==> config.mk <==
export PLATFORM = sky130hd
export DESIGN_NAME = uart_tx_arbiter_flat
export DESIGN_NICKNAME = d
export VERILOG_FILES = /design/src/rtl/uart_tx_arbiter_if.sv /design/src/rtl/uart_tx_arbiter.sv /design/src/flat_wrapper.sv
export SDC_FILE = /design/constraint.sdc
export NUM_CORES = 1
export LEC_CHECK = 0
export CAP_MARGIN = 20
export CELL_PAD_IN_SITES_DETAIL_PLACEMENT = 1
export CELL_PAD_IN_SITES_GLOBAL_PLACEMENT = 2
export CORE_MARGIN = 2
export CORE_UTILIZATION = 29
export DETAILED_ROUTE_END_ITERATION = 16
export HOLD_SLACK_MARGIN = 0.02
export PLACE_DENSITY = 0.94
export SLEW_MARGIN = 20
export SYNTH_ARGS = -nofsm -noshare
export SYNTH_HDL_FRONTEND = slang
export SYNTH_SLANG_ARGS = --single-unit
==> constraint.sdc <==
create_clock -name clk -period 5 [get_ports clk]
set_input_delay 1 -clock clk [delete_from_list [all_inputs] [get_ports clk]]
set_output_delay 1 -clock clk [all_outputs]
set_load 0.03 [all_outputs]
==> src/rtl/uart_tx_arbiter_if.sv <==
// Bundle between the byte-source arbiter and its surroundings: requester streams,
// the uart_tx handshake, and grant/watchdog status.
interface uart_tx_arbiter_if #(
    parameter int NUM_REQ = 4
);
    localparam int ID_W = $clog2(NUM_REQ);

    logic [8*NUM_REQ-1:0] s_axis_tdata;
    logic [NUM_REQ-1:0]   s_axis_tvalid;
    logic [NUM_REQ-1:0]   s_axis_tlast;
    logic [NUM_REQ-1:0]   s_axis_tready;
    logic [7:0]           tx_axis_tdata;
    logic                 tx_axis_tvalid;
    logic                 tx_busy;
    logic                 tx_done;
    logic [ID_W-1:0]      grant_id;
    logic                 grant_valid;
    logic                 timeout_err;

    modport master (
        input  s_axis_tdata, s_axis_tvalid, s_axis_tlast, tx_busy, tx_done,
        output s_axis_tready, tx_axis_tdata, tx_axis_tvalid, grant_id, grant_valid, timeout_err
    );

    modport slave (
        output s_axis_tdata, s_axis_tvalid, s_axis_tlast, tx_busy, tx_done,
        input  s_axis_tready, tx_axis_tdata, tx_axis_tvalid, grant_id, grant_valid, timeout_err
    );
endinterface

==> src/rtl/uart_tx_arbiter.sv <==
// Round-robin, packet-locked arbiter sharing one uart_tx between NUM_REQ byte streams.
// Bytes go out one at a time; a watchdog drops the lock on a stalled packet or transmission.
module uart_tx_arbiter #(
    parameter int NUM_REQ      = 4,
    parameter int TIMEOUT_CLKS = 2048
) (
    input  logic              clk,
    input  logic              rst,
    uart_tx_arbiter_if.master bus
);
    localparam int              ID_W    = $clog2(NUM_REQ);
    localparam int              WD_W    = $clog2(TIMEOUT_CLKS);
    localparam logic [ID_W:0]   NREQ    = (ID_W+1)'(NUM_REQ);
    localparam logic [ID_W-1:0] LAST_ID = ID_W'(NUM_REQ - 1);
    localparam logic [WD_W-1:0] WD_MAX  = WD_W'(TIMEOUT_CLKS - 1);

    typedef enum logic [1:0] {S_IDLE, S_LOAD, S_ISSUE, S_WAIT} state_t;

    state_t          r_state, w_state_nxt;
    logic [ID_W-1:0] r_rr_ptr;
    logic [ID_W-1:0] r_grant_id;
    logic            r_grant_valid;
    logic [7:0]      r_data;
    logic            r_last;
    logic            r_timeout_err;
    logic [WD_W-1:0] r_wdog;

    logic            w_win;
    logic [ID_W-1:0] w_win_id;
    logic [ID_W:0]   w_sum;
    logic            w_hs;
    logic            w_done;
    logic            w_expire;
    logic            w_timeout;
    logic            w_release;
    logic            w_wd_run;
    logic [ID_W-1:0] w_ptr_nxt;

    // Scan from the highest rotation offset down so the lowest offset from rr_ptr wins.
    always_comb begin
        w_win    = 1'b0;
        w_win_id = '0;
        w_sum    = '0;
        for (int k = NUM_REQ - 1; k >= 0; k--) begin
            w_sum = {1'b0, r_rr_ptr} + (ID_W+1)'(k);
            if (w_sum >= NREQ) w_sum = w_sum - NREQ;
            if (bus.s_axis_tvalid[w_sum[ID_W-1:0]]) begin
                w_win    = 1'b1;
                w_win_id = w_sum[ID_W-1:0];
            end
        end
    end

    assign w_hs      = (r_state == S_LOAD) && bus.s_axis_tvalid[r_grant_id] && !bus.tx_busy;
    assign w_done    = (r_state == S_WAIT) && bus.tx_done;
    assign w_expire  = (r_wdog == WD_MAX);
    // A handshake or tx_done on the expiry cycle takes precedence over the timeout.
    assign w_timeout = w_expire && (((r_state == S_LOAD) && !w_hs) ||
                                    ((r_state == S_WAIT) && !bus.tx_done));
    assign w_wd_run  = !w_expire && (((r_state == S_LOAD) && !w_hs) ||
                                     ((r_state == S_WAIT) && !bus.tx_done));
    assign w_release = w_timeout || (w_done && r_last);
    assign w_ptr_nxt = (r_grant_id == LAST_ID) ? '0 : r_grant_id + ID_W'(1);

    always_ff @(posedge clk or posedge rst) begin
        if (rst) r_state <= S_IDLE;
        else     r_state <= w_state_nxt;
    end

    always_comb begin
        w_state_nxt = r_state;
        case (r_state)
            S_IDLE:  if (w_win) w_state_nxt = S_LOAD;
            S_LOAD:  if (w_hs) w_state_nxt = S_ISSUE;
                     else if (w_timeout) w_state_nxt = S_IDLE;
            S_ISSUE: w_state_nxt = S_WAIT;
            S_WAIT:  if (w_done) w_state_nxt = r_last ? S_IDLE : S_LOAD;
                     else if (w_timeout) w_state_nxt = S_IDLE;
            default: w_state_nxt = S_IDLE;
        endcase
    end

    always_comb begin
        bus.s_axis_tready = '0;
        if (r_state == S_LOAD)
            bus.s_axis_tready[r_grant_id] = bus.s_axis_tvalid[r_grant_id] & ~bus.tx_busy;
        bus.tx_axis_tvalid = (r_state == S_ISSUE);
        bus.tx_axis_tdata  = r_data;
        bus.grant_id       = r_grant_id;
        bus.grant_valid    = r_grant_valid;
        bus.timeout_err    = r_timeout_err;
    end

    always_ff @(posedge clk or posedge rst) begin
        if (rst) begin
            r_rr_ptr      <= '0;
            r_grant_id    <= '0;
            r_grant_valid <= 1'b0;
            r_data        <= '0;
            r_last        <= 1'b0;
            r_timeout_err <= 1'b0;
            r_wdog        <= '0;
        end else begin
            r_timeout_err <= w_timeout;
            r_wdog        <= w_wd_run ? r_wdog + WD_W'(1) : '0;
            if ((r_state == S_IDLE) && w_win) begin
                r_grant_id    <= w_win_id;
                r_grant_valid <= 1'b1;
            end
            if (w_release) begin
                r_grant_valid <= 1'b0;
                r_rr_ptr      <= w_ptr_nxt;
            end
            if (w_hs) begin
                r_data <= bus.s_axis_tdata[{r_grant_id, 3'b000} +: 8];
                r_last <= bus.s_axis_tlast[r_grant_id];
            end
        end
    end
endmodule

==> src/flat_wrapper.sv <==
// flat-port wrapper written by rule: the top's interface ports become plain ports
module uart_tx_arbiter_flat 
#(
    parameter int NUM_REQ      = 4,
    parameter int TIMEOUT_CLKS = 2048
)
  (clk, rst, bus_s_axis_tdata, bus_s_axis_tvalid, bus_s_axis_tlast, bus_tx_busy, bus_tx_done, bus_s_axis_tready, bus_tx_axis_tdata, bus_tx_axis_tvalid, bus_grant_id, bus_grant_valid, bus_timeout_err);
  uart_tx_arbiter_if #(.NUM_REQ(NUM_REQ)) bus_i ();
  input  logic clk;
  input  logic rst;
  input wire logic [$bits(bus_i.s_axis_tdata)-1:0] bus_s_axis_tdata;
  input wire logic [$bits(bus_i.s_axis_tvalid)-1:0] bus_s_axis_tvalid;
  input wire logic [$bits(bus_i.s_axis_tlast)-1:0] bus_s_axis_tlast;
  input wire logic [$bits(bus_i.tx_busy)-1:0] bus_tx_busy;
  input wire logic [$bits(bus_i.tx_done)-1:0] bus_tx_done;
  output wire logic [$bits(bus_i.s_axis_tready)-1:0] bus_s_axis_tready;
  output wire logic [$bits(bus_i.tx_axis_tdata)-1:0] bus_tx_axis_tdata;
  output wire logic [$bits(bus_i.tx_axis_tvalid)-1:0] bus_tx_axis_tvalid;
  output wire logic [$bits(bus_i.grant_id)-1:0] bus_grant_id;
  output wire logic [$bits(bus_i.grant_valid)-1:0] bus_grant_valid;
  output wire logic [$bits(bus_i.timeout_err)-1:0] bus_timeout_err;
  assign bus_i.s_axis_tdata = bus_s_axis_tdata;
  assign bus_i.s_axis_tvalid = bus_s_axis_tvalid;
  assign bus_i.s_axis_tlast = bus_s_axis_tlast;
  assign bus_i.tx_busy = bus_tx_busy;
  assign bus_i.tx_done = bus_tx_done;
  assign bus_s_axis_tready = bus_i.s_axis_tready;
  assign bus_tx_axis_tdata = bus_i.tx_axis_tdata;
  assign bus_tx_axis_tvalid = bus_i.tx_axis_tvalid;
  assign bus_grant_id = bus_i.grant_id;
  assign bus_grant_valid = bus_i.grant_valid;
  assign bus_timeout_err = bus_i.timeout_err;
  uart_tx_arbiter #(.NUM_REQ(NUM_REQ), .TIMEOUT_CLKS(TIMEOUT_CLKS)) u_core (.clk(clk), .rst(rst), .bus(bus_i));
endmodule
==> results.tsv <==
metric	value	unit
outcome	finished clean	
synth_cell_types	37	
hold_path.class	reg -> reg	
multiInputGateArea	896	µm²
p_leak	0.980	nW
num_rows	27	
wl_per_cell	15.2	µm
finalSetupViolations	0	
grt_usage	0.150	
post_cts_buffers	0	
synthCells	150	
slowest_stage	clkdlybuf4s50_1	
cp-start-kind	input port	
layout_setup_ws	0.791	ns
cts_resized	0	
synth-edff-count	0	
vdd_drop_max	0.000293	V
hp-start	u_core.r_wdog[0]	
critical_path_arrival	3.21	ns
synth_seq_area_share	0.419	
die_w	79.9	µm
start_util	0.302	
grt.overflow.total	0	
syn_nets	199	
cts_root_buf	clkbuf_8	
min_path_cells	1	
worst_setup_path_end_kind	output pin	
critical_path.cell_chain	clkdlybuf4s50_1 -> mux2_4 -> nand2_1 -> nor2_1 -> o21ba_2 -> and2_1 -> clkdlybuf4s50_1	
yosysTopAreaCell	dfrtp_1	
async_flop_share	1.00	
path_class	in -> out	
h-tree-depth	1	
grt_start_max_net_pins	29	
maxSlewViolCount	0	
path_max_fanout	14	
core-area	5540	µm²
n_fill_cell	634	
drt-initial-drc-count	45	
final_common_cell	clkdlybuf4s50_1	
firstDrtPassIters	3	
max_cap_viol_count	0	
design.portCount	61	
syn_area	1670	µm²
critPathMaxStageDelay	0.67	ns
cts_buffer_depth	2	
antennaDiodeCount	0	
vias_per_cell	4.85	
nets	259	
grt_pass1_wl	7.46	mm
die-area	6390	µm²
avgSynthCellArea	11.1	µm²
fmax	238	MHz
clkTransAtPathRegs	0.10	ns
antenna_found_initial	0	
r2r-end	u_core.r_rr_ptr[0]	
die_h	79.9	µm
synth_seq_cells	28	
cts_made_buffers	3	
cp_top_family	buffers and inverters	
gp_congestion	0.712	
hold_viol	0	
regArea	701	µm²
hold_path_end	u_core.r_wdog[0]	
dp_hpwl	3.36	mm
pre_cts_ws	0.777	ns
crit_top_cell	clkdlybuf4s50_1	
cts_tree	built	
synth_flop_cell	dfrtp_1	
startpoint	bus_s_axis_tvalid[3]	
r2r_slack	2.62	ns
relSlewSlack	0.543	
post-route-period-util	0.842	
port_buffers	60	
reg2reg_depth	5	
drc	0	
clock_skew	0.00294	ns
mostFrequentLayoutCells	clkdlybuf4s50_1 (60), dfrtp_1 (28), nor2_1 (16), nand2_1 (13), mux2_2 (11)	
cts-hold-fix-buffers	0	
dr_total_vias	1364	
area_growth	43.6	%
cp.required	4.00	ns
ant_nets	0	
rsz0062_at_grt	false	
grt_pass1_vias	1500	
ys_top_cells_by_area	dfrtp_1 (42%), mux4_2 (11%), mux2_2 (7.4%), ha_1 (3.7%), nor2_1 (3.6%)	
clock_latency	0.28	ns
synth_warnings	0	
worstMarginPinSlew	0.686	ns
synth_top_area_share	0.419	
drt_wl_total	4.28	mm
reg2reg_from	u_core.bus.grant_id[1]	
layout-drive-gt1-share	0.144	
pwr_density_cell	472	nW/µm²
clock-sinks	28	
final.setup.tns	0	ns
cp.buffers_inverters	2	
finalCriticalPeriod	4.21	ns
## worst max-delay path by stage
stage / cells after the start / slack [ns] / to
2_1_floorplan: 6 / 1.97 / bus_s_axis_tready[0]
3_3_place_gp: 7 / 0.85 / bus_s_axis_tready[0]
3_5_place_dp: 7 / 0.78 / bus_s_axis_tready[1]
4_1_cts: 7 / 0.76 / bus_s_axis_tready[1]
5_1_grt: 7 / 0.61 / bus_s_axis_tready[1]
6_report: 7 / 0.79 / bus_s_axis_tready[1]
## sequential cells by signal, summed over array words and instances, names as in the netlist
| register | cells |
|---|---|
| u_core.r_wdog | 11 |
| u_core.bus.timeout_err | 1 |
| u_core.bus.grant_valid | 1 |
| u_core.r_last | 1 |
| u_core.bus.grant_id | 2 |
| u_core.r_rr_ptr | 2 |
| u_core.bus.tx_axis_tdata | 8 |
| u_core.r_state | 2 |
## cell type report
cell class | instances | share of cell area
clock buffers | 3 | 0.0172
multi-input cells | 107 | 0.373
flip-flops and latches | 28 | 0.292
well taps | 72 | 0.0375
repair buffers | 61 | 0.253
clock inverters | 1 | 0.0125
inverters | 9 | 0.0141
## metrics by stage
| step | std cells | cell area [µm²] | hold slack, ns | util | total power, mW |
|---|---|---|---|---|---|
| after floorplan | 150 | 1670 | 0.449 | - | 0.764 |
| after global placement | 277 | 2330 | 0.474 | 0.420 | 0.944 |
| final | 281 | 2400 | 0.509 | 0.433 | 1.13 |
| after detailed placement | 277 | 2330 | 0.498 | 0.420 | 0.963 |
| after global routing | 281 | 2400 | 0.534 | 0.433 | 1.21 |
| after CTS | 281 | 2400 | 0.519 | 0.433 | 1.15 |
## power by group
group | switching (mW) | total, mW | internal [mW]
clock | 0.0766 | 0.184 | 0.107
combinational | 0.281 | 0.572 | 0.291
sequential | 0.0789 | 0.377 | 0.298
## per-layer routing
metal | share of wire | track usage | up-vias
met3 | 0.053 | 0.0362 | 7
met2 | 0.53 | 0.268 | 40
li1 | - | - | 643
met4 | 0.020 | 0.0492 | 0
met1 | 0.39 | 0.175 | 674
met5 | 0 | 0 | -
## synthesized netlist by cell type (2+ instances only)
master	number
or3_1	3
xnor2_1	4
nand2_1	13
nor2_1	16
and3_1	3
dfrtp_1	28
nand3_1	3
mux4_2	8
inv_1	9
a21oi_1	2
buf_6	2
mux2_2	11
o21ai_0	5
nand2b_1	2
ha_1	5
buf_2	3
nor4_1	3
and2_1	4
nor2b_1	2
xor2_1	5
nor3_1	3
## worst reg2reg max path: stages (launching register included)
cell,delay (ns)
dfrtp_1,0.80
inv_1,0.25
nor4b_4,0.38
nor4b_2,0.10
a41oi_1,0.37
mux2_2,0.38
## logic make-up (layout without fill, tap and decap cells)
family	count (synthesis)	in the layout	synth area share
DFF	28	28	0.419
adders and majority gates	5	5	0.0374
muxes	22	22	0.213
AOI/OAI and AO/OA	14	14	0.0546
xor gates and xnor gates	9	9	0.0472
and+or+nand+nor	57	57	0.184
buffers and inverters	15	74	0.0449
No activity file was read; power rests on OpenSTA's default activity.
